### src/rtl/vga_timing_gen_if.sv
`timescale 1ns/1ps
// Purpose : bundle of raster timing outputs from vga_timing_gen to the pixel pipeline / DAC.
// Latency : n/a (wires only).
// Backpressure: none; the consumer must follow the timing as presented.
// Ports (master drives, slave reads):
//   pix_ce            one-clock pixel strobe
//   h_count, v_count  current raster position
//   h_sync, v_sync    sync levels (polarity set by the generator)
//   bright            current position is inside the active area
//   line_start        pixel strobe on column 0
//   frame_start       pixel strobe on (0,0)
//   pf_x, pf_y        position shown PREFETCH pixel ticks later
//   pf_valid          (pf_x, pf_y) is inside the active area
interface vga_timing_gen_if #(
   parameter int COUNTER_BITS = 10
) ();
   logic                    pix_ce;
   logic [COUNTER_BITS-1:0] h_count;
   logic [COUNTER_BITS-1:0] v_count;
   logic                    h_sync;
   logic                    v_sync;
   logic                    bright;
   logic                    line_start;
   logic                    frame_start;
   logic [COUNTER_BITS-1:0] pf_x;
   logic [COUNTER_BITS-1:0] pf_y;
   logic                    pf_valid;

   modport master (
      output pix_ce, h_count, v_count, h_sync, v_sync, bright,
             line_start, frame_start, pf_x, pf_y, pf_valid
   );

   modport slave (
      input  pix_ce, h_count, v_count, h_sync, v_sync, bright,
             line_start, frame_start, pf_x, pf_y, pf_valid
   );
endinterface

### src/rtl/vga_timing_gen.sv
`timescale 1ns/1ps
// Purpose : parametrised VGA/LCD raster timing generator with pixel-clock divider and prefetch coordinates.
// Latency : syncs/bright/pf_* are registered in the same cycle as h_count/v_count (zero skew); first pix_ce CLK_DIV clocks after start.
// Backpressure: none; free-running while i_enable is high, i_enable low or i_clear low forces the start state.
// Ports:
//   i_clk_50MHz  system clock (single domain)
//   i_clear      asynchronous active-low reset
//   i_enable     synchronous run enable; low holds the reset state
//   o_vga        timing outputs (see vga_timing_gen_if)
module vga_timing_gen #(
   parameter int H_ACTIVE     = 640,
   parameter int H_FP         = 16,
   parameter int H_SYNC       = 96,
   parameter int H_BP         = 48,
   parameter int V_ACTIVE     = 480,
   parameter int V_FP         = 10,
   parameter int V_SYNC       = 2,
   parameter int V_BP         = 29,
   parameter int H_POL        = 0,
   parameter int V_POL        = 0,
   parameter int CLK_DIV      = 2,
   parameter int PREFETCH     = 2,
   parameter int COUNTER_BITS = 10
) (
   input  logic             i_clk_50MHz,
   input  logic             i_clear,
   input  logic             i_enable,
   vga_timing_gen_if.master o_vga
);
   localparam int CB       = COUNTER_BITS;
   localparam int CBW      = COUNTER_BITS + 1;
   localparam int H_TOTAL  = H_ACTIVE + H_FP + H_SYNC + H_BP;
   localparam int V_TOTAL  = V_ACTIVE + V_FP + V_SYNC + V_BP;
   localparam int DIV_BITS = (CLK_DIV > 1) ? $clog2(CLK_DIV) : 1;

   localparam logic [DIV_BITS-1:0] DIV_LAST = DIV_BITS'(CLK_DIV - 1);
   localparam logic [CB-1:0]       H_LAST   = CB'(H_TOTAL - 1);
   localparam logic [CB-1:0]       V_LAST   = CB'(V_TOTAL - 1);
   localparam logic [CBW-1:0]      H_TOT_W  = CBW'(H_TOTAL);
   localparam logic [CBW-1:0]      H_ACT_W  = CBW'(H_ACTIVE);
   localparam logic [CBW-1:0]      V_ACT_W  = CBW'(V_ACTIVE);
   localparam logic [CBW-1:0]      HS_LO    = CBW'(H_ACTIVE + H_FP);
   localparam logic [CBW-1:0]      HS_HI    = CBW'(H_ACTIVE + H_FP + H_SYNC);
   localparam logic [CBW-1:0]      VS_LO    = CBW'(V_ACTIVE + V_FP);
   localparam logic [CBW-1:0]      VS_HI    = CBW'(V_ACTIVE + V_FP + V_SYNC);
   localparam logic [CBW-1:0]      PF_STEP  = CBW'(PREFETCH);
   localparam logic                HS_ON    = (H_POL != 0);
   localparam logic                VS_ON    = (V_POL != 0);

   // Prefetch coordinates seen while parked at (H_TOTAL-1, V_TOTAL-1).
   localparam int             PF_R_SUM  = H_TOTAL - 1 + PREFETCH;
   localparam bit             PF_R_WRAP = (PF_R_SUM >= H_TOTAL);
   localparam int             PF_R_XI   = PF_R_WRAP ? (PF_R_SUM - H_TOTAL) : PF_R_SUM;
   localparam int             PF_R_YI   = PF_R_WRAP ? 0 : (V_TOTAL - 1);
   localparam logic [CB-1:0]  PF_R_X    = CB'(PF_R_XI);
   localparam logic [CB-1:0]  PF_R_Y    = CB'(PF_R_YI);
   localparam logic           PF_R_V    = (PF_R_XI < H_ACTIVE) && (PF_R_YI < V_ACTIVE);

   typedef enum logic {ST_IDLE, ST_RUN} state_t;

   state_t              r_state;
   state_t              w_state_nxt;
   logic [DIV_BITS-1:0] r_div;
   logic [DIV_BITS-1:0] w_div_nxt;
   logic [CB-1:0]       r_h;
   logic [CB-1:0]       r_v;
   logic [CB-1:0]       w_h_nxt;
   logic [CB-1:0]       w_v_nxt;
   logic                r_hs;
   logic                r_vs;
   logic                r_bright;
   logic [CB-1:0]       r_pfx;
   logic [CB-1:0]       r_pfy;
   logic                r_pfv;

   logic                w_pix_ce;
   logic                w_line_start;
   logic [CBW-1:0]      w_h_ext;
   logic [CBW-1:0]      w_v_ext;
   logic                w_hs_nxt;
   logic                w_vs_nxt;
   logic                w_bright_nxt;
   logic [CBW-1:0]      w_pf_sum;
   logic [CBW-1:0]      w_pf_sub;
   logic                w_pf_wrap;
   logic [CB-1:0]       w_pfx_nxt;
   logic [CB-1:0]       w_pfy_nxt;
   logic                w_pfv_nxt;

   assign w_pix_ce = (r_state == ST_RUN) && (r_div == DIV_LAST);

   // Idle parks on the last raster position; the start edge steps onto (0,0)
   // exactly like a wrap, so the first displayed pixel opens a frame.
   always_comb begin
      w_state_nxt = r_state;
      w_div_nxt   = r_div;
      w_h_nxt     = r_h;
      w_v_nxt     = r_v;
      if (!i_enable) begin
         w_state_nxt = ST_IDLE;
         w_div_nxt   = '0;
         w_h_nxt     = H_LAST;
         w_v_nxt     = V_LAST;
      end else begin
         case (r_state)
            ST_IDLE: begin
               w_state_nxt = ST_RUN;
               w_div_nxt   = '0;
               w_h_nxt     = '0;
               w_v_nxt     = '0;
            end
            ST_RUN: begin
               if (w_pix_ce) begin
                  w_div_nxt = '0;
                  if (r_h == H_LAST) begin
                     w_h_nxt = '0;
                     w_v_nxt = (r_v == V_LAST) ? '0 : r_v + 1'b1;
                  end else begin
                     w_h_nxt = r_h + 1'b1;
                  end
               end else begin
                  w_div_nxt = r_div + 1'b1;
               end
            end
            default: w_state_nxt = ST_IDLE;
         endcase
      end
   end

   // Decode from the next position so the registered flags land in step with the counters.
   assign w_h_ext      = {1'b0, w_h_nxt};
   assign w_v_ext      = {1'b0, w_v_nxt};
   assign w_hs_nxt     = ((w_h_ext >= HS_LO) && (w_h_ext < HS_HI)) ? HS_ON : !HS_ON;
   assign w_vs_nxt     = ((w_v_ext >= VS_LO) && (w_v_ext < VS_HI)) ? VS_ON : !VS_ON;
   assign w_bright_nxt = (w_h_ext < H_ACT_W) && (w_v_ext < V_ACT_W);

   // PREFETCH never exceeds the blanking width, so at most one line carry.
   assign w_pf_sum  = w_h_ext + PF_STEP;
   assign w_pf_wrap = (w_pf_sum >= H_TOT_W);
   assign w_pf_sub  = w_pf_sum - H_TOT_W;
   assign w_pfx_nxt = w_pf_wrap ? w_pf_sub[CB-1:0] : w_pf_sum[CB-1:0];
   assign w_pfy_nxt = !w_pf_wrap ? w_v_nxt :
                      ((w_v_nxt == V_LAST) ? '0 : w_v_nxt + 1'b1);
   assign w_pfv_nxt = ({1'b0, w_pfx_nxt} < H_ACT_W) && ({1'b0, w_pfy_nxt} < V_ACT_W);

   always_ff @(posedge i_clk_50MHz or negedge i_clear) begin
      if (!i_clear) begin
         r_state  <= ST_IDLE;
         r_div    <= '0;
         r_h      <= H_LAST;
         r_v      <= V_LAST;
         r_hs     <= !HS_ON;
         r_vs     <= !VS_ON;
         r_bright <= 1'b0;
         r_pfx    <= PF_R_X;
         r_pfy    <= PF_R_Y;
         r_pfv    <= PF_R_V;
      end else begin
         r_state  <= w_state_nxt;
         r_div    <= w_div_nxt;
         r_h      <= w_h_nxt;
         r_v      <= w_v_nxt;
         r_hs     <= w_hs_nxt;
         r_vs     <= w_vs_nxt;
         r_bright <= w_bright_nxt;
         r_pfx    <= w_pfx_nxt;
         r_pfy    <= w_pfy_nxt;
         r_pfv    <= w_pfv_nxt;
      end
   end

   assign w_line_start = w_pix_ce && (r_h == '0);

   assign o_vga.pix_ce      = w_pix_ce;
   assign o_vga.h_count     = r_h;
   assign o_vga.v_count     = r_v;
   assign o_vga.h_sync      = r_hs;
   assign o_vga.v_sync      = r_vs;
   assign o_vga.bright      = r_bright;
   assign o_vga.line_start  = w_line_start;
   assign o_vga.frame_start = w_line_start && (r_v == '0);
   assign o_vga.pf_x        = r_pfx;
   assign o_vga.pf_y        = r_pfy;
   assign o_vga.pf_valid    = r_pfv;
endmodule

### src/flat_wrapper.sv
// flat-port wrapper written by rule: the top's interface ports become plain ports
module vga_timing_gen_flat 
#(
   parameter int H_ACTIVE     = 640,
   parameter int H_FP         = 16,
   parameter int H_SYNC       = 96,
   parameter int H_BP         = 48,
   parameter int V_ACTIVE     = 480,
   parameter int V_FP         = 10,
   parameter int V_SYNC       = 2,
   parameter int V_BP         = 29,
   parameter int H_POL        = 0,
   parameter int V_POL        = 0,
   parameter int CLK_DIV      = 2,
   parameter int PREFETCH     = 2,
   parameter int COUNTER_BITS = 10
)
  (i_clk_50MHz, i_clear, i_enable, o_vga_pix_ce, o_vga_h_count, o_vga_v_count, o_vga_h_sync, o_vga_v_sync, o_vga_bright, o_vga_line_start, o_vga_frame_start, o_vga_pf_x, o_vga_pf_y, o_vga_pf_valid);
  vga_timing_gen_if #(.COUNTER_BITS(COUNTER_BITS)) o_vga_i ();
  input  logic i_clk_50MHz;
  input  logic i_clear;
  input  logic i_enable;
  output wire logic [$bits(o_vga_i.pix_ce)-1:0] o_vga_pix_ce;
  output wire logic [$bits(o_vga_i.h_count)-1:0] o_vga_h_count;
  output wire logic [$bits(o_vga_i.v_count)-1:0] o_vga_v_count;
  output wire logic [$bits(o_vga_i.h_sync)-1:0] o_vga_h_sync;
  output wire logic [$bits(o_vga_i.v_sync)-1:0] o_vga_v_sync;
  output wire logic [$bits(o_vga_i.bright)-1:0] o_vga_bright;
  output wire logic [$bits(o_vga_i.line_start)-1:0] o_vga_line_start;
  output wire logic [$bits(o_vga_i.frame_start)-1:0] o_vga_frame_start;
  output wire logic [$bits(o_vga_i.pf_x)-1:0] o_vga_pf_x;
  output wire logic [$bits(o_vga_i.pf_y)-1:0] o_vga_pf_y;
  output wire logic [$bits(o_vga_i.pf_valid)-1:0] o_vga_pf_valid;
  assign o_vga_pix_ce = o_vga_i.pix_ce;
  assign o_vga_h_count = o_vga_i.h_count;
  assign o_vga_v_count = o_vga_i.v_count;
  assign o_vga_h_sync = o_vga_i.h_sync;
  assign o_vga_v_sync = o_vga_i.v_sync;
  assign o_vga_bright = o_vga_i.bright;
  assign o_vga_line_start = o_vga_i.line_start;
  assign o_vga_frame_start = o_vga_i.frame_start;
  assign o_vga_pf_x = o_vga_i.pf_x;
  assign o_vga_pf_y = o_vga_i.pf_y;
  assign o_vga_pf_valid = o_vga_i.pf_valid;
  vga_timing_gen #(.H_ACTIVE(H_ACTIVE), .H_FP(H_FP), .H_SYNC(H_SYNC), .H_BP(H_BP), .V_ACTIVE(V_ACTIVE), .V_FP(V_FP), .V_SYNC(V_SYNC), .V_BP(V_BP), .H_POL(H_POL), .V_POL(V_POL), .CLK_DIV(CLK_DIV), .PREFETCH(PREFETCH), .COUNTER_BITS(COUNTER_BITS)) u_core (.i_clk_50MHz(i_clk_50MHz), .i_clear(i_clear), .i_enable(i_enable), .o_vga(o_vga_i));
endmodule
### config.mk
export PLATFORM = sky130hd
export DESIGN_NAME = vga_timing_gen_flat
export DESIGN_NICKNAME = d
export VERILOG_FILES = /design/src/rtl/vga_timing_gen_if.sv /design/src/rtl/vga_timing_gen.sv /design/src/flat_wrapper.sv
export SDC_FILE = /design/constraint.sdc
export NUM_CORES = 1
export LEC_CHECK = 0
export ABC_AREA = 1
export ABC_CLOCK_PERIOD_IN_PS = 3700
export BUFFER_PORTS_ARGS = -buffer_cell sky130_fd_sc_hd__buf_4
export CAP_MARGIN = 40
export CORE_MARGIN = 5
export CORE_UTILIZATION = 55
export CTS_BUF_LIST = sky130_fd_sc_hd__clkbuf_4 sky130_fd_sc_hd__clkbuf_8
export DETAILED_ROUTE_END_ITERATION = 10
export GPL_TIMING_DRIVEN = 0
export PLACE_DENSITY = 0.78
export SLEW_MARGIN = 40
export SYNTH_ARGS = -nofsm -noshare
export SYNTH_HDL_FRONTEND = slang
export SYNTH_SLANG_ARGS = --single-unit
### constraint.sdc
create_clock -name i_clk_50MHz -period 3.7 [get_ports i_clk_50MHz]
set_input_delay 0.74 -clock i_clk_50MHz [delete_from_list [all_inputs] [get_ports i_clk_50MHz]]
set_output_delay 0.74 -clock i_clk_50MHz [all_outputs]
set_load 0.005 [all_outputs]
# --- After elaboration in Yosys (flattened, before gate mapping) ---
# Cells that the tools add are included.
# Widths: inputs -> output; s select.
op_classes:
  n_addsub: 6
  mul: 0
  n_div: 0
  n_lt_le_gt_ge: 9
  eq_ne: 3
  n_shift: 0
  n_mux: 18
  n_bitwise: 1
  n_reduce_logical: 9
ops:
  columns: ["cell", "count"]
  rows:
  - ["$mux 10", 10]
  - ["$pmux 10 s2", 2]
  - ["$add 10x1->10 const B", 3]
  - ["$eq 10x10->1 const B", 3]
  - ["$lt 10x10->1 const B", 3]
  - ["$lt 10x9->1 const B", 3]
  - ["$logic_not 10->1", 2]
  - ["$add 10x2->11 const B", 1]
  - ["$ge 11x10->1 const B", 1]
  - ["$ge 10x10->1 const B", 1]
  - ["$ge 10x9->1 const B", 1]
  - ["$sub 10x10->10 const B", 1]
  - ["$logic_and 1x1->1", 7]
  - ["$mux 1", 5]
  - ["$pmux 1 s2", 1]
  - ["$add 1x1->1 const B", 1]
  - ["$not 1->1", 1]
totals:
  reg_bits: 46
  latch_bits: 0
  ram_bits: 0
  romBits: 0
  in_bits: 3
  word_cells: 56
  n_memories: 0

# --- Depth between registers and ports, before layout ---
# Gate-level depths: netlist (run 1).
depth:
  ltp_word: 11
  ltp_mapped: 26
  ltp_nobuf: 26

# --- Worst setup path after synthesis (run 1) ---
# OpenSTA, ideal clock, no wires.
synth_path:
  path_type: "input-to-reg"
  start: "in i_enable"
  end: "reg u_core.r_pfy[3], in the netlist u_core.o_vga.pf_y[3]"
  setup_ps: 126
  arrival_time_ps: 2988
  required_ps: 3574
  setup_slack_ps: 587
  path_stages: 20
  n_path_buf: 2
  path_cell_list: "buf_2 > inv_1 > a21oi_1 > inv_1 > ha_1 > inv_1 > a21oi_2 > nand2_1 > xor2_1 > inv_1 > ha_1 > nand2_1 > nor2_1 > nand3_1 > nand2_1 > nand4_4 > nand2_8 > buf_4 > a21oi_1 > nor3_2"
synth_between:
  elab_chain_len: 4
synth_lines:
  columns: ["item", "line", "rtl"]
  rows:
  - ["start, declared", "flat_wrapper.sv:22", "input logic i_enable;"]
  - ["$mux 10", "vga_timing_gen.sv:99", "if (!i_enable) begin"]
  - ["named net u_core.w_h_nxt[2]", "vga_timing_gen.sv:67", "logic [CB-1:0] w_h_nxt;"]
  - ["$add 10x2->11", "vga_timing_gen.sv:138", "assign w_pf_sum = w_h_ext + PF_STEP;"]
  - ["$ge 11x10->1", "vga_timing_gen.sv:139", "assign w_pf_wrap = (w_pf_sum >= H_TOT_W);"]
  - ["$mux 10", "vga_timing_gen.sv:142", "assign w_pfy_nxt = !w_pf_wrap ? w_v_nxt :"]
  - ["named net u_core.w_pfy_nxt[3]", "vga_timing_gen.sv:87", "logic [CB-1:0] w_pfy_nxt;"]
  - ["end signal, assigned", "vga_timing_gen.sv:167", "r_pfy <= w_pfy_nxt;"]
  - ["end, declared", "vga_timing_gen.sv:73", "logic [CB-1:0] r_pfy;"]
# The timed path passes the listed nets, and every way through them passes these cells.

# --- Worst setup path after layout (run 1) ---
layout_path:
  start: "reg u_core.r_h[0], in the netlist u_core.o_vga.h_count[0]"
  end: "reg u_core.r_pfy[3], in the netlist u_core.o_vga.pf_y[3]"
layout_between:
  elab_chain_len: 8
layout_lines:
  columns: ["item", "line", "rtl"]
  rows:
  - ["start, declared", "vga_timing_gen.sv:65", "logic [CB-1:0] r_h;"]
  - ["start signal, assigned", "vga_timing_gen.sv:161", "r_h <= w_h_nxt;"]
  - ["$add 10x1->10 / $eq 10x10->1 (equally long branches)", "vga_timing_gen.sv:119, vga_timing_gen.sv:115", null]
  - ["$mux 10 *", "vga_timing_gen.sv:115", "if (r_h == H_LAST) begin"]
  - ["$mux 10 *", "vga_timing_gen.sv:113", "if (w_pix_ce) begin"]
  - ["$pmux 10 s2 *", "vga_timing_gen.sv:105", "case (r_state)"]
  - ["$mux 10 *", "vga_timing_gen.sv:99", null]
  - ["named net u_core.w_h_nxt[1]", "vga_timing_gen.sv:67", null]
  - ["$add 10x2->11 *", "vga_timing_gen.sv:138", null]
  - ["$ge 11x10->1 *", "vga_timing_gen.sv:139", null]
  - ["$mux 10 *", "vga_timing_gen.sv:142", null]
  - ["named net u_core.w_pfy_nxt[3]", "vga_timing_gen.sv:87", null]
# Mark *: on every way through the listed nets, which the timed path passes. The rest lies on a longest branch.

==> metrics.md, run 1 <==
| Metric | Value |
|---|---|
| Final Power | `1.224 mW` |
| Slowest stage delay, CP | `0.58 ns` |
| Vias | `3078` |
| Power per cell area | `321.0 mW/mm2` |
| Iter 0 DRT Violations | `214` |
| Clock latency on the worst-skew pair | `0.29 ns` |
| Clock buffer depth | `2` |
| Hold_buf cts | `0` |
| Synth area leader | `dfrtp_1` |
| Gpl congestion | `0.9785` |
| Synth top area share | `25.84%` |
| Hpwl dp | `6.367 mm` |
| Sequential cell area fraction in the yosys report | `35.71%` |
| Final Max Tran Viols | `0` |
| Slew @ Worst Pin | `0.5700 ns` |
| M2 GR Usage | `36.23%` |
| Leak pwr | `2.028 nW` |
| Post-synth top cells | `nand2_1, inv_1, nand3_1` |
| Initial Utilization | `57.33%` |
| Relative slew slack | `62.00%` |
| Global route hottest layer | `met2` |
| #FFs+latches synth | `45` |
| GRT Util Overall | `22.30%` |
| Total CTS buffers | `5` |
| Via/cell ratio | `5.307` |
| Worst EP required | `3.88 ns` |
| Startpoint Class | `flip-flop` |
| Post-synthesis instance total | `449` |
| Worst Clk Skew | `0.006890 ns` |
| Setup Crit Path Kind | `flip-flop to flip-flop` |
| Area contributors post-synth | `dfrtp_1, nand2_1, dfstp_2, inv_1, nand3_1` |
| Number of port buffers | `49` |
| Net Count, Synth | `462` |
| Comb pwr share | `19.9%` |
| CTS root buf | `clkbuf_8` |
| Yosys cell types | `38` |
| Sw Ratio | `26.98%` |
| Ys async rst share | `100.0%` |
| Outcome | `finished clean` |
| Sequential share of power | `45.1%` |
| Part of the power in the clock network | `35.0%` |
| TritonCTS clock tree | `built` |
| Met3 Usage GRT | `4.373%` |
| Layout filler cell count | `509` |
| Row count | `27` |
| Hold Fails Final Rpt | `0` |
| H-tree level count | `2` |
| Register Area | `0.001141 mm2` |
| Fmax | `289.0 MHz` |
| Vias in the first global route | `2850` |
| DP Area | `0.003654 mm2` |
| Final Cycle Share | `93.51%` |
| Synthesized area per cell | `7.117 um2` |
| Slowest CP cell | `dfstp_2` |
| CP Max Fanout | `10` |
| Min cycle time layout | `3.460 ns` |
| Ports | `50` |
| Ys Warns | `0` |
| Layout area overhead | `19.30%` |
| Met1 usage | `30.53%` |
| Die Ht | `86.23 um` |
| Post-synth EDFFs | `0` |
| Fin nets | `520` |
| Layout cells sized above 1 | `26.18%` |
| Util after Layout | `68.40%` |
| Number of remaining DRC errors | `0` |
| Core region area | `0.005574 mm2` |
| WL/cell | `14.08 um` |
| DIE WIDTH | `86.23 um` |
| CP endpoint kind | `flip-flop` |
| Worst VDD drop | `397.6 uV` |
| Pin count of the biggest net entering global routing | `46` |
| Most frequent CP cell | `nand2_1` |
| CTS Sinks | `45` |
| Final setup TNS | `0 ns` |
| NetSw | `0.3302 mW` |
| Worst Hold Class | `primary input to async pin` |
| WP data arrival | `3.64 ns` |
| Synth Flop Type | `dfrtp_1` |
| Antenna violations before repair | `0` |
| First-pass GRT wire length | `13.41 mm` |
| Cell Area, Synth | `0.003196 mm2` |
| Detailed-route wire length | `8.166 mm` |
| DIE AREA | `0.007435 mm2` |
| Count leader, synth | `nand2_1` |
| Antenna viol nets, final | `0` |
| Crit path cell chain | `ha_1 -> nand2_1 -> nor2_1 -> nand2_1 -> nand2_1 -> nand2_1 -> ha_1 -> inv_1 -> a21oi_2 -> nand2_2 -> xor2_2 -> inv_1 -> ha_1 -> nand2_1 -> nor2_1 -> nand3_1 -> nand2_1 -> nand4_4 -> nand2_8 -> buf_4 -> nand2_1 -> nor2_1 -> nor3_2` |
| Initial DRT Pass Iterations | `4` |
| GRT overflow | `0` |
| Multi-input logic area | `0.001753 mm2` |
| Max-cap violations | `0` |
| Design Area, Final | `0.003812 mm2` |
| Setup violators final | `0` |
| Reg clk slew, reported paths | `0.08 ns` |
| Internal Pwr Total | `0.8937 mW` |
| N_diodes | `0` |
## critical path, delay by kind of cell (launching register included)
family          cells  cell delay [ns]
flops               1             0.58
compound gates      1             0.05
fa+ha+maj           3             0.59
simple gates       15             1.67
buf+inv             3             0.37
xor+xnor            1             0.10
## through the flow
stage	hold slack [ns]	cells	setup WS (ns)
global placement	0.5084	570	0.08392
global route	0.4744	580	-0.03369
CTS	0.4506	578	0.1194
detailed placement	0.5134	570	0.04769
floorplan	0.4444	449	0.5866
finish	0.4358	580	0.2402
## layout by cell type, fill, tap and decap left out, drive strengths merged
cell type and count:
ha 10, dfrtp 33, dfstp 12, xor2 5, and2 1, o211ai 1, o21ai 22, nand3 45
nor3 12, nand4 16, nor2 47, a22o 1, a2111oi 1, clkinv 1, nor4 1, a21boi 1
a21oi 8, inv 72, bufinv 2, nand2 151, nand3b 2, buf 57, o21bai 2, clkbuf 5
## kinds of logic (layout without fill, tap and decap cells)
family                     after synthesis  count (layout)  share of synthesized area (%)
and+or+nand+nor                        275             275                          42.72
buffers and inverters                   78             137                          9.749
DFF                                     45              45                          35.71
AOI/OAI and AO/OA                       36              36                          6.539
adders and majority gates               10              10                          3.915
xor gates and xnor gates                 5               5                          1.370
## state kept, by name (all words and copies together) (netlist names)
| register | count |
|---|---|
| u_core.o_vga.v_sync | 1 |
| u_core.o_vga.pf_x | 9 |
| u_core.r_state | 1 |
| u_core.o_vga.pf_y | 10 |
| u_core.o_vga.bright | 1 |
| u_core.o_vga.v_count | 10 |
| u_core.o_vga.pf_valid | 1 |
| u_core.o_vga.h_sync | 1 |
| u_core.o_vga.h_count | 10 |
| u_core.r_div | 1 |
## layout make-up
| class | instances | share of cell area, % |
|---|---|---|
| timing repair buffer | 51 | 10.04 |
| multi-input combinational | 326 | 45.98 |
| buffer | 6 | 1.083 |
| clock buffer | 5 | 1.805 |
| clock inverter | 3 | 1.707 |
| inverter | 72 | 7.089 |
| sequential | 45 | 29.93 |
| tap | 72 | 2.363 |
## power groups by stage
stage / clock (mW) / sequential (mW) / combinational (mW)
floorplan: 0 / 0.559 / 0.140
global placement: 0 / 0.560 / 0.234
detailed placement: 0 / 0.560 / 0.238
CTS: 0.437 / 0.551 / 0.240
global route: 0.456 / 0.556 / 0.273
finish: 0.428 / 0.552 / 0.244
## what timing repair did
item / 4_1_cts / 5_1_grt
endpoints found under the setup margin: 0 / 9
setup buffers: 0 / 2
resized for setup: 0 / 2
endpoints found under the hold margin: 0 / 0
## per-layer routing
layer	share of wire, %	up-vias
li1	-	1535
met1	45	1413
met2	46	118
met3	7.2	12
met4	1.5	0
met5	0	-
## final timing paths
check	startpoint	to	slack (ns)	cells past startpoint
min reg2reg	u_core.r_div	u_core.r_div	0.55	1
max in group asynchronous	i_clear	u_core.o_vga.h_count[0]	2.87	1
max reg2reg	u_core.o_vga.h_count[0]	u_core.o_vga.pf_y[3]	0.24	23
min in group i_clk_50MHz	u_core.r_div	u_core.r_div	0.55	1
min	i_clear	u_core.o_vga.pf_x[3]	0.44	1
max	u_core.o_vga.h_count[0]	u_core.o_vga.pf_y[3]	0.24	23
Note: power is estimated with default switching activity, not from simulation.
==> run 2: changes to the inputs <==
==> constraint.sdc (replaced) <==
create_clock -name i_clk_50MHz -period 3.7 [get_ports i_clk_50MHz]
set_input_delay 0.185 -clock i_clk_50MHz [delete_from_list [all_inputs] [get_ports i_clk_50MHz]]
set_output_delay 0.185 -clock i_clk_50MHz [all_outputs]
set_load 0.005 [all_outputs]
==> run 2 against run 1 <==
Compared with the run above:
- first-iteration DRC count down 3.3%
- sequential share of layout area down 0.078 points
- sequential cell count unchanged
- sequential power about the same
- critical path type unchanged
- highest routed layer unchanged
- design area up 0.26%
- count of clock-buffer cells in the layout unchanged
- critical path depth unchanged
- non-clock buffer count up 1
- maximum frequency up 0.22%
- cell count up 0.17%
- die area unchanged
- core utilization up 0.18 points
==> metrics.md, run 2 (synthesis results as in run 1) <==
| Metric | Value |
|---|---|
| CTS root buf | `clkbuf_8 (unchanged)` |
| Gpl congestion | `0.9785 (unchanged)` |
| WP data arrival | `3.63 ns (was 3.64 ns)` |
| Fin nets | `521 (was 520)` |
| Worst VDD drop | `397.5 uV (was 397.6 uV)` |
| Initial DRT Pass Iterations | `6 (was 4)` |
| Number of remaining DRC errors | `0 (unchanged)` |
| Most frequent cells in the layout | `nand2_1, inv_1, buf_4 (unchanged)` |
| Vias in the first global route | `2866 (was 2850)` |
| Startpoint Class | `flip-flop (unchanged)` |
| Commonest non-fill, non-tap cell in the layout | `nand2_1 (unchanged)` |
| Number of port buffers | `49 (unchanged)` |
| Capturing point of the worst reg2reg path | `u_core.o_vga.pf_y[3] (unchanged)` |
| Antenna violations before repair | `0 (unchanged)` |
| Vias | `3077 (was 3078)` |
| Delay-heaviest family, CP | `simple AND/OR/NAND/NOR gates (unchanged)` |
| DIE AREA | `0.007435 mm2 (unchanged)` |
| Slowest CP cell | `dfstp_2 (unchanged)` |
| Clock latency on the worst-skew pair | `0.29 ns (about the same)` |
| Most frequent CP cell | `nand2_1 (unchanged)` |
| Initial Utilization | `57.33% (unchanged)` |
| Hpwl dp | `6.367 mm (unchanged)` |
| Buf+Inv Stages, Crit Path | `3 (unchanged)` |
| Pre-CTS setup slack | `0.1906 ns (was 0.04769 ns)` |
| Outcome | `finished clean (unchanged)` |
| CTS Sinks | `45 (unchanged)` |
| Total CTS buffers | `5 (unchanged)` |
| Detailed-route wire length | `8.202 mm (was 8.166 mm)` |
| Min cycle time layout | `3.452 ns (was 3.460 ns)` |
| Final setup margin | `0.2479 ns (was 0.2402 ns)` |
| Layout area overhead | `19.62% (was 19.30%)` |
| CP Max Fanout | `10 (unchanged)` |
| Iter 0 DRT Violations | `207 (was 214)` |
| Setup Crit Path Kind | `flip-flop to flip-flop (unchanged)` |
| Max-cap violations | `0 (unchanged)` |
| CP Launch Point | `u_core.o_vga.h_count[0] (unchanged)` |
| Flop2flop setup slack | `0.25 ns (was 0.24 ns)` |
| Worst path depth | `23 (unchanged)` |
| Crit path cell chain | `ha_1 -> nand2_1 -> nor2_1 -> nand2_1 -> nand2_1 -> nand2_1 -> ha_1 -> inv_1 -> a21oi_2 -> nand2_2 -> xor2_2 -> inv_1 -> ha_1 -> nand2_1 -> nor2_1 -> nand3_1 -> nand2_1 -> nand4_4 -> nand2_8 -> buf_4 -> nand2_1 -> nor2_1 -> nor3_2 (unchanged)` |
| DP Area | `0.003654 mm2 (unchanged)` |
| Worst EP required | `3.88 ns (about the same)` |
| Worst Hold Class | `primary input to flip-flop (was primary input to async pin)` |
| GRT Util Overall | `22.32% (was 22.30%)` |
| CP Capture Point | `u_core.o_vga.pf_y[3] (unchanged)` |
| TritonCTS clock tree | `built (unchanged)` |
| Clock buffer depth | `2 (unchanged)` |
| FF-to-FF Start | `u_core.o_vga.h_count[0] (unchanged)` |
| First-pass GRT wire length | `13.41 mm (about the same)` |
| H-tree level count | `2 (unchanged)` |
| Fmax | `289.7 MHz (was 289.0 MHz)` |
| GRT overflow | `0 (unchanged)` |
| Relative slew slack | `62.05% (was 62.00%)` |
| Antenna viol nets, final | `0 (unchanged)` |
| Slew @ Worst Pin | `0.5692 ns (was 0.5700 ns)` |
| Hold Fails Final Rpt | `0 (unchanged)` |
| Setup violators final | `0 (unchanged)` |
| Pin count of the biggest net entering global routing | `46 (unchanged)` |
| Final Max Tran Viols | `0 (unchanged)` |
| Core region area | `0.005574 mm2 (unchanged)` |
| Die Ht | `86.23 um (unchanged)` |
| DIE WIDTH | `86.23 um (unchanged)` |
| Final Cycle Share | `93.30% (was 93.51%)` |
| CP endpoint kind | `flip-flop (unchanged)` |
| Row count | `27 (unchanged)` |
| WL/cell | `14.12 um (was 14.08 um)` |
| Via/cell ratio | `5.296 (was 5.307)` |
| Slowest stage delay, CP | `0.58 ns (about the same)` |
| Worst Reg-to-Reg Cells | `23 (unchanged)` |
| Ports | `50 (unchanged)` |
| Design Area, Final | `0.003822 mm2 (was 0.003812 mm2)` |
| Power per cell area | `320.1 mW/mm2 (was 321.0 mW/mm2)` |
| WHS | `0.01120 ns (was 0.4358 ns)` |
| N_diodes | `0 (unchanged)` |
| Reg clk slew, reported paths | `0.09 ns (was 0.08 ns)` |
| Layout cells sized above 1 | `26.13% (was 26.18%)` |
| Leak pwr | `2.032 nW (was 2.028 nW)` |
| Worst Clk Skew | `0.007389 ns (was 0.006890 ns)` |
-- run 2: changes by cell type in the layout (fill, tap and decap cells not counted) --
cell,previous run,this run
dlygate4sd3_1,0,1
-- run 2: layer usage --
metal	wire length [um]	global-route usage, %	vias to the layer above
li1	-	-	1537
met1	3654	30.35	1407
met2	3810	36.51	121
met3	615	4.373	12
met4	121	5.949	0
met5	0	0	-
-- run 2: through the flow --
stage | std cells | setup TNS [ns] | utilization (%) | power (mW)
6_report | 581 | 0 | 68.57 | 1.224
5_1_grt | 581 | -0.05313 | 68.57 | 1.287
4_1_cts | 579 | 0 | 68.13 | 1.229
3_5_place_dp | 570 | 0 | 65.54 | 0.7983
3_3_place_gp | 570 | 0 | 65.54 | 0.7939
2_1_floorplan | 449 | 0 | - | 0.6990
-- run 2: how the worst min path moves through the flow --
stage | start | to | slack [ns] | depth (start not counted)
final | i_enable | u_core.r_state | 0.01 | 1
after global placement | i_clear | u_core.o_vga.pf_x[4] | 0.20 | 1
after detailed placement | i_clear | u_core.o_vga.pf_x[4] | 0.22 | 1
after global routing | i_enable | u_core.r_state | 0.003 | 1
after floorplan | i_clear | u_core.o_vga.bright | -0.11 | 0
after CTS | i_enable | u_core.r_state | 0.004 | 1
-- run 2: area by class of cell --
class                           count  area [um2]
Multi-Input combinational cell    326        1753
Fill cell                         508        1752
Sequential cell                    45        1141
Timing Repair Buffer               52       392.9
Inverter                           72       270.3
Tap cell                           72       90.09
Clock buffer                        5       68.82
Clock inverter                      3       65.06
Buffer                              6       41.29
-- run 2: timing repair --
item	4_1_cts	5_1_grt
hold buffers	1	0
setup buffers	0	2
setup endpoints to repair	0	9
endpoints found under the hold margin	33	0
resized for setup	0	2
-- run 2: worst register-to-register path, delay by kind of cell (launching register included) --
| family | cells | cell delay (ns) |
|---|---|---|
| buf+inv | 3 | 0.37 |
| simple gates | 15 | 1.67 |
| fa+ha+maj | 3 | 0.59 |
| compound gates | 1 | 0.05 |
| flops | 1 | 0.58 |
| xor+xnor | 1 | 0.10 |
-- run 2: report_power, final --
group / internal [mW] / switching (mW)
logic: 0.0964 / 0.148
registers: 0.530 / 0.0220
clock network: 0.268 / 0.159
total: 0.894 / 0.329
